==> src/rtl/sys_bus_pkg.sv <==
// ---------------------------------------------------------------------------
// sys_bus_pkg
// Shared definitions for the system bus and its master arbiter:
//   - CTRL_W and the read/write control encodings (000 = no access)
//   - arbiter state enum {IDLE, ACCESS}
//   - arbitration mode selectors PRIO_FIXED / PRIO_RR
// ---------------------------------------------------------------------------
package sys_bus_pkg;

    localparam int CTRL_W = 3;

    // Read control encodings
    localparam logic [CTRL_W-1:0] RD_NONE = 3'b000;
    localparam logic [CTRL_W-1:0] RD_LB   = 3'b001;
    localparam logic [CTRL_W-1:0] RD_LH   = 3'b010;
    localparam logic [CTRL_W-1:0] RD_LW   = 3'b011;
    localparam logic [CTRL_W-1:0] RD_LD   = 3'b100;
    localparam logic [CTRL_W-1:0] RD_LBU  = 3'b101;
    localparam logic [CTRL_W-1:0] RD_LHU  = 3'b110;
    localparam logic [CTRL_W-1:0] RD_LWU  = 3'b111;

    // Write control encodings
    localparam logic [CTRL_W-1:0] WR_NONE = 3'b000;
    localparam logic [CTRL_W-1:0] WR_SB   = 3'b001;
    localparam logic [CTRL_W-1:0] WR_SH   = 3'b010;
    localparam logic [CTRL_W-1:0] WR_SW   = 3'b011;
    localparam logic [CTRL_W-1:0] WR_SD   = 3'b100;

    typedef enum logic {
        IDLE   = 1'b0,
        ACCESS = 1'b1
    } arb_state_t;

    localparam int PRIO_FIXED = 0;
    localparam int PRIO_RR    = 1;

endpackage

==> src/rtl/rr_priority_picker.sv <==
// ---------------------------------------------------------------------------
// rr_priority_picker
// Combinational N-way find-first-set. The search begins at index i_ptr+1
// (mod N) and wraps, so i_ptr marks the most recently served position.
// Driving i_ptr with N-1 gives plain fixed priority (index 0 first).
//   i_req   [N-1:0]          candidate requests
//   i_ptr   [$clog2(N)-1:0]  last served index
//   o_gnt   [N-1:0]          one-hot winner (all zero when none)
//   o_valid                  at least one request present
// ---------------------------------------------------------------------------
module rr_priority_picker #(
    parameter int N = 2
) (
    input  logic [N-1:0]         i_req,
    input  logic [$clog2(N)-1:0] i_ptr,
    output logic [N-1:0]         o_gnt,
    output logic                 o_valid
);

    localparam int PW = $clog2(N);

    logic [PW-1:0] w_idx;

    always_comb begin
        o_gnt   = '0;
        o_valid = 1'b0;
        w_idx   = '0;
        for (int k = 1; k <= N; k++) begin
            w_idx = PW'((int'(i_ptr) + k) % N);
            if (!o_valid && i_req[w_idx]) begin
                o_gnt[w_idx] = 1'b1;
                o_valid      = 1'b1;
            end
        end
    end

endmodule

==> src/rtl/sys_bus_arbiter.sv <==
// ---------------------------------------------------------------------------
// sys_bus_arbiter
// N-master arbiter for the shared system bus. One master at a time is
// granted; its control/address/write data are muxed onto the bus until the
// slave answers with bus_ready (read data returned with a one-cycle m_done)
// or until MAX_WAIT cycles pass (m_done with m_err, m_dout cleared).
// Ports (per-master vectors flattened, master i in slice i):
//   clk, rst                      clock, asynchronous active-high reset
//   m_req/m_rd_ctrl/m_wr_ctrl     master requests and access controls
//   m_addr/m_din                  master address and write data
//   m_gnt                         one-hot grant for the whole access
//   m_done/m_err/m_dout           completion pulse, timeout flag, read data
//   bus_rd_ctrl/bus_wr_ctrl       bus controls (zero while idle)
//   bus_addr/bus_din              bus address and write data
//   bus_dout/bus_ready            slave read data and completion
//   busy                          high while an access is in flight
// ---------------------------------------------------------------------------
module sys_bus_arbiter
    import sys_bus_pkg::*;
#(
    parameter int NUM_MASTERS = 2,
    parameter int ADDR_W      = 64,
    parameter int DATA_W      = 64,
    parameter int PRIO_MODE   = 0,
    parameter int MAX_WAIT    = 16
) (
    input  logic                          clk,
    input  logic                          rst,
    input  logic [NUM_MASTERS-1:0]        m_req,
    input  logic [CTRL_W*NUM_MASTERS-1:0] m_rd_ctrl,
    input  logic [CTRL_W*NUM_MASTERS-1:0] m_wr_ctrl,
    input  logic [ADDR_W*NUM_MASTERS-1:0] m_addr,
    input  logic [DATA_W*NUM_MASTERS-1:0] m_din,
    output logic [NUM_MASTERS-1:0]        m_gnt,
    output logic [NUM_MASTERS-1:0]        m_done,
    output logic                          m_err,
    output logic [DATA_W-1:0]             m_dout,
    output logic [CTRL_W-1:0]             bus_rd_ctrl,
    output logic [CTRL_W-1:0]             bus_wr_ctrl,
    output logic [ADDR_W-1:0]             bus_addr,
    output logic [DATA_W-1:0]             bus_din,
    input  logic [DATA_W-1:0]             bus_dout,
    input  logic                          bus_ready,
    output logic                          busy
);

    localparam int PW    = $clog2(NUM_MASTERS);
    localparam int CNT_W = (MAX_WAIT > 0) ? $clog2(MAX_WAIT + 1) : 1;
    localparam logic [CNT_W-1:0] CNT_LAST = (MAX_WAIT > 0) ? CNT_W'(MAX_WAIT - 1) : '0;
    localparam logic [CNT_W-1:0] CNT_MAX  = '1;
    localparam logic [PW-1:0]    PTR_LAST = PW'(NUM_MASTERS - 1);

    arb_state_t              r_state, w_state_next;
    logic [NUM_MASTERS-1:0]  r_gnt, w_gnt_next;
    logic [NUM_MASTERS-1:0]  r_done, w_done_next;
    logic                    r_err, w_err_next;
    logic [DATA_W-1:0]       r_dout, w_dout_next;
    logic [CNT_W-1:0]        r_cnt, w_cnt_next;
    logic [PW-1:0]           r_last_gnt, w_last_next;

    logic [NUM_MASTERS-1:0]  w_elig;
    logic [PW-1:0]           w_ptr;
    logic [NUM_MASTERS-1:0]  w_pick_gnt;
    logic                    w_pick_valid;
    logic [PW-1:0]           w_pick_idx;

    // A master whose m_done is high this cycle still shows its request;
    // masking it here keeps the just-served access from being re-granted.
    assign w_elig = m_req & ~r_done;
    assign w_ptr  = (PRIO_MODE == PRIO_RR) ? r_last_gnt : PTR_LAST;

    rr_priority_picker #(
        .N(NUM_MASTERS)
    ) u_picker (
        .i_req   (w_elig),
        .i_ptr   (w_ptr),
        .o_gnt   (w_pick_gnt),
        .o_valid (w_pick_valid)
    );

    always_comb begin
        w_pick_idx = '0;
        for (int i = 0; i < NUM_MASTERS; i++) begin
            if (w_pick_gnt[i]) begin
                w_pick_idx = PW'(i);
            end
        end
    end

    // State register
    always_ff @(posedge clk or posedge rst) begin
        if (rst) begin
            r_state    <= IDLE;
            r_gnt      <= '0;
            r_done     <= '0;
            r_err      <= 1'b0;
            r_dout     <= '0;
            r_cnt      <= '0;
            r_last_gnt <= PTR_LAST;
        end else begin
            r_state    <= w_state_next;
            r_gnt      <= w_gnt_next;
            r_done     <= w_done_next;
            r_err      <= w_err_next;
            r_dout     <= w_dout_next;
            r_cnt      <= w_cnt_next;
            r_last_gnt <= w_last_next;
        end
    end

    // Next-state and registered-output logic
    always_comb begin
        w_state_next = r_state;
        w_gnt_next   = r_gnt;
        w_done_next  = '0;
        w_err_next   = 1'b0;
        w_dout_next  = r_dout;
        w_cnt_next   = r_cnt;
        w_last_next  = r_last_gnt;
        case (r_state)
            IDLE: begin
                if (w_pick_valid) begin
                    w_gnt_next   = w_pick_gnt;
                    w_cnt_next   = '0;
                    w_last_next  = w_pick_idx;
                    w_state_next = ACCESS;
                end
            end
            ACCESS: begin
                // bus_ready takes precedence over a timeout in the same cycle
                if (bus_ready) begin
                    w_dout_next  = bus_dout;
                    w_done_next  = r_gnt;
                    w_gnt_next   = '0;
                    w_state_next = IDLE;
                end else if ((MAX_WAIT > 0) && (r_cnt == CNT_LAST)) begin
                    w_dout_next  = '0;
                    w_done_next  = r_gnt;
                    w_err_next   = 1'b1;
                    w_gnt_next   = '0;
                    w_state_next = IDLE;
                end else if (r_cnt != CNT_MAX) begin
                    w_cnt_next = r_cnt + CNT_W'(1);
                end
            end
            default: begin
                w_state_next = IDLE;
            end
        endcase
    end

    // Bus mux: mask each master's slice with its grant bit, then OR together.
    logic [CTRL_W-1:0] w_rd_sel   [NUM_MASTERS];
    logic [CTRL_W-1:0] w_wr_sel   [NUM_MASTERS];
    logic [ADDR_W-1:0] w_addr_sel [NUM_MASTERS];
    logic [DATA_W-1:0] w_din_sel  [NUM_MASTERS];

    for (genvar gi = 0; gi < NUM_MASTERS; gi++) begin : g_mux
        assign w_rd_sel[gi]   = r_gnt[gi] ? m_rd_ctrl[gi*CTRL_W +: CTRL_W] : '0;
        assign w_wr_sel[gi]   = r_gnt[gi] ? m_wr_ctrl[gi*CTRL_W +: CTRL_W] : '0;
        assign w_addr_sel[gi] = r_gnt[gi] ? m_addr[gi*ADDR_W +: ADDR_W]    : '0;
        assign w_din_sel[gi]  = r_gnt[gi] ? m_din[gi*DATA_W +: DATA_W]     : '0;
    end

    always_comb begin
        bus_rd_ctrl = '0;
        bus_wr_ctrl = '0;
        bus_addr    = '0;
        bus_din     = '0;
        if (r_state == ACCESS) begin
            for (int i = 0; i < NUM_MASTERS; i++) begin
                bus_rd_ctrl = bus_rd_ctrl | w_rd_sel[i];
                bus_wr_ctrl = bus_wr_ctrl | w_wr_sel[i];
                bus_addr    = bus_addr    | w_addr_sel[i];
                bus_din     = bus_din     | w_din_sel[i];
            end
        end
    end

    assign m_gnt  = r_gnt;
    assign m_done = r_done;
    assign m_err  = r_err;
    assign m_dout = r_dout;
    assign busy   = (r_state == ACCESS);

endmodule

==> config.mk <==
export PLATFORM = sky130hd
export DESIGN_NAME = sys_bus_arbiter
export DESIGN_NICKNAME = d
export VERILOG_FILES = /design/src/rtl/sys_bus_pkg.sv /design/src/rtl/rr_priority_picker.sv /design/src/rtl/sys_bus_arbiter.sv
export SDC_FILE = /design/constraint.sdc
export NUM_CORES = 1
export LEC_CHECK = 0
export ABC_AREA = 1
export BUFFER_PORTS_ARGS = -buffer_cell sky130_fd_sc_hd__buf_2
export CAP_MARGIN = 20
export CORE_AREA = 2 2 212 214
export CTS_BUF_LIST = sky130_fd_sc_hd__clkbuf_4 sky130_fd_sc_hd__clkbuf_8 sky130_fd_sc_hd__clkbuf_16
export DETAILED_ROUTE_END_ITERATION = 12
export DIE_AREA = 0 0 214 216
export GPL_TIMING_DRIVEN = 1
export SLEW_MARGIN = 5
export SYNTH_ARGS = -nofsm -noshare
export SYNTH_HDL_FRONTEND = slang
export SYNTH_HIERARCHICAL = 1
export SYNTH_SLANG_ARGS = --single-unit
==> constraint.sdc <==
create_clock -name clk -period 3.2 [get_ports clk]
set_input_delay 0.48 -clock clk [delete_from_list [all_inputs] [get_ports clk]]
set_output_delay 0.48 -clock clk [all_outputs]
set_load 0.02 [all_outputs]
==> flow_metrics.py <==
metrics = {
    "critical_path": {
        "cp.depth": 4,
        "crit_slowest_cell": "dfrtp_4",
        "arrival_ns": 1.97,
        "cp-endpoint": "bus_din[11]",
        "worstSetupStartpointType": "flip-flop",
        "r2r_slack_ns": 0.87,
        "reg2reg_depth": 7,
        "critPathKind": "reg2out",
        "crit_buf_inv": 2,
        "critPathLaunch": "m_gnt[0]",
        "reg2reg_from": "r_cnt[0]",
        "path_delay_family": "buffers and inverters",
        "critPathRequiredTime_ns": 2.72,
        "crit_chain": "buf_12 -> nand2_1 -> a21oi_1 -> buf_2",
        "critPathMaxStageDelay_ns": 0.42,
        "critPathMaxFanout": 136,
        "rr_endpoint": "m_gnt[1]",
        "critPathCaptureType": "primary output",
    },
    "power_and_ir_drop": {
        "p_int_mw": 3.434,
        "p_total_mw": 7.594,
        "power.density_mw_per_mm2": 884.9,
        "total_leakage_power_nw": 4.690,
        "clockPowerShare_pct": 12.7,
        "seqPwrFrac_pct": 22.4,
        "vdd_drop_max_v": 0.0004811,
        "p_sw_share_pct": 54.79,
        "combinationalPowerShare_pct": 64.9,
        "switchingPower_mw": 4.161,
    },
    "final_layout": {
        "layout-drive-gt1-share_pct": 44.96,
        "area_growth_pct": 73.25,
        "postLayoutCoreUtil_pct": 19.58,
        "nets": 1635,
        "postLayoutCellArea_sq_mm": 0.008582,
        "stdcell_count": 1895,
        "num-fill-cells": 4988,
    },
    "cts": {
        "clockBufferDepth": 2,
        "cts_max_level": 3,
        "ctsHoldBuffers": 0,
        "cts_resized": 0,
        "cts_sinks": 75,
        "numCtsBuffers": 9,
        "post_cts_buffers": 0,
        "cts-root-buf": "clkbuf_16",
        "clock_latency_ns": 0.35,
        "cts_tree": "built",
        "clk_pin_slew_ns": 0.07,
    },
    "timing": {
        "period_needed_ns": 2.452,
        "slew_headroom_pct": 50.22,
        "hold-worst-slack_ns": 0.03930,
        "finalWorstSetupSlack_ns": 0.7475,
        "hold_viol_final": 0,
        "max_freq_ghz": 0.4078,
        "rsz0062_at_grt": "false",
        "fin_setup_tns_ns": 0,
        "slew_violations": 0,
        "fin_skew_ns": 0.01179,
        "fin_crit_sh_pct": 76.64,
        "tightestPinTransition_ns": 0.7467,
        "setup_viol": 0,
    },
    "logic_synthesis": {
        "yosysMostFrequentCell": "nand2_1",
        "synthAdderAreaFrac_pct": 0.7578,
        "syn_inst": 791,
        "synth.area.top_cells": "dfrtp_1, nand2_1, a21oi_1",
        "synth-seq-cells": 75,
        "synth_area_sq_mm": 0.004954,
        "synthFlopType": "dfrtp_1",
        "synth-xor-area-share_pct": 0,
        "synth_cell_types": 20,
        "synthMuxAreaShare_pct": 0,
        "synth_edf_count": 0,
        "yosys.area_share.simple_pct": 39.25,
        "synth-compound-area-share_pct": 14.78,
        "seq_area_frac_synth_pct": 37.89,
        "async_flop_share_pct": 100.0,
        "avgSynthCellArea_sq_um": 6.262,
        "synth_top_area_cell": "dfrtp_1",
        "netlist_top_cells_count": "nand2_1, a21oi_1, dfrtp_1",
        "synth_warnings": 6,
        "synth_top_area_share_pct": 37.89,
        "synth_top_family_by_area": "simple AND/OR/NAND/NOR gates",
    },
    "status": {
        "outcome": "completed",
    },
    "drt": {
        "met3_wirelength_mm": 2.624,
        "drtIter0Drc": 513,
        "drc": 0,
        "avgViaCountPerCell": 3.833,
        "post_drt_wl_per_cell_microns": 14.97,
        "top_layer": "met5",
        "antenna_left": 0,
        "wl_mm": 28.38,
        "vias": 7264,
        "wl_met2_mm": 13.46,
        "wl_met1_mm": 11.09,
        "detail_route.first_pass.iterations": 5,
    },
    "grt": {
        "grt_pass1_wl_mm": 40.85,
        "grt_max_degree": 137,
        "grt_pass1_vias": 6890,
        "grt_overflow": 0,
        "grt.total_usage_pct": 11.50,
        "antenna_found_initial": 11,
    },
    "run": {
        "drv_cap": 0,
    },
    "floorplanning": {
        "die_w_microns": 214,
        "initial_utilization_pct": 11.30,
        "num_rows": 77,
        "die_area_sq_mm": 0.04622,
        "fp.dieH_microns": 216,
        "core_area_sq_mm": 0.04384,
        "ioPinCount": 541,
    },
    "placed_design": {
        "dpl_cell_area_sq_mm": 0.008268,
        "pre_cts_ws_ns": 0.8721,
        "place_hpwl_mm": 23.40,
        "globalplace.congestion": 1.006,
        "io_buffers": 540,
        "dp.cells": 1875,
    },
    "hold_path": {
        "hp-class": "in2async",
    },
}
==> registers in the layout, indices dropped and copies added (netlist names) <==
register,flops
m_done,2
m_err,1
r_cnt,5
m_dout,64
m_gnt,2
busy,1
==> placed cells by master (no fill, tap or decap), types with 2 or more instances in the layout <==
master / n
a21oi_1: 135
clkinvlp_4: 2
o21ai_0: 2
buf_4: 15
nand2_1: 410
dfrtp_1: 72
o21ai_1: 6
buf_2: 540
or2_2: 3
conb_1: 2
dfrtp_4: 2
nand3_1: 69
diode_2: 4
nor2_1: 6
inv_1: 7
ha_1: 3
buf_12: 3
clkinv_2: 2
clkbuf_16: 9
==> power groups by stage <==
| stage | registers, mW | logic [mW] | clock network, mW |
|---|---|---|---|
| 2_1_floorplan | 2.17 | 2.60 | 0 |
| 3_3_place_gp | 1.70 | 4.91 | 0 |
| 3_5_place_dp | 1.70 | 4.97 | 0 |
| 4_1_cts | 1.70 | 4.97 | 0.997 |
| 5_1_grt | 1.76 | 5.37 | 1.03 |
| 6_report | 1.70 | 4.93 | 0.966 |
==> layout make-up <==
type                            instances  area, sq um  area share, %
Antenna cell                            4        10.01         0.1166
Clock buffer                           10        239.0          2.785
Clock inverter                          5        37.54         0.4374
Inverter                                9        37.54         0.4374
Multi-Input combinational cell        641         2729          31.80
Sequential cell                        75         1886          21.97
Tap cell                              592        740.7          8.631
Timing Repair Buffer                  559         2903          33.82
==> cells by family after synthesis <==
kind of cell / after synthesis
and+or+nand+nor: 491
AOI/OAI and AO/OA: 145
buffers and inverters: 76
DFF: 75
adders and majority gates: 3
other: 1
==> worst min-delay path by stage <==
stage,to,depth (start not counted)
2_1_floorplan,r_cnt[3],2
3_3_place_gp,m_dout[56],2
3_5_place_dp,m_dout[12],2
4_1_cts,m_dout[45],3
5_1_grt,m_dout[23],2
6_report,m_dout[22],2
==> routing by layer <==
| layer | vias to the layer above | global-route usage, % |
|---|---|---|
| met3 | 53 | 3.354 |
| met1 | 3270 | 13.89 |
| met4 | 2 | 4.942 |
| met5 | - | 0 |
| li1 | 3538 | - |
| met2 | 401 | 19.00 |
Note: power is estimated with default switching activity, not from simulation.
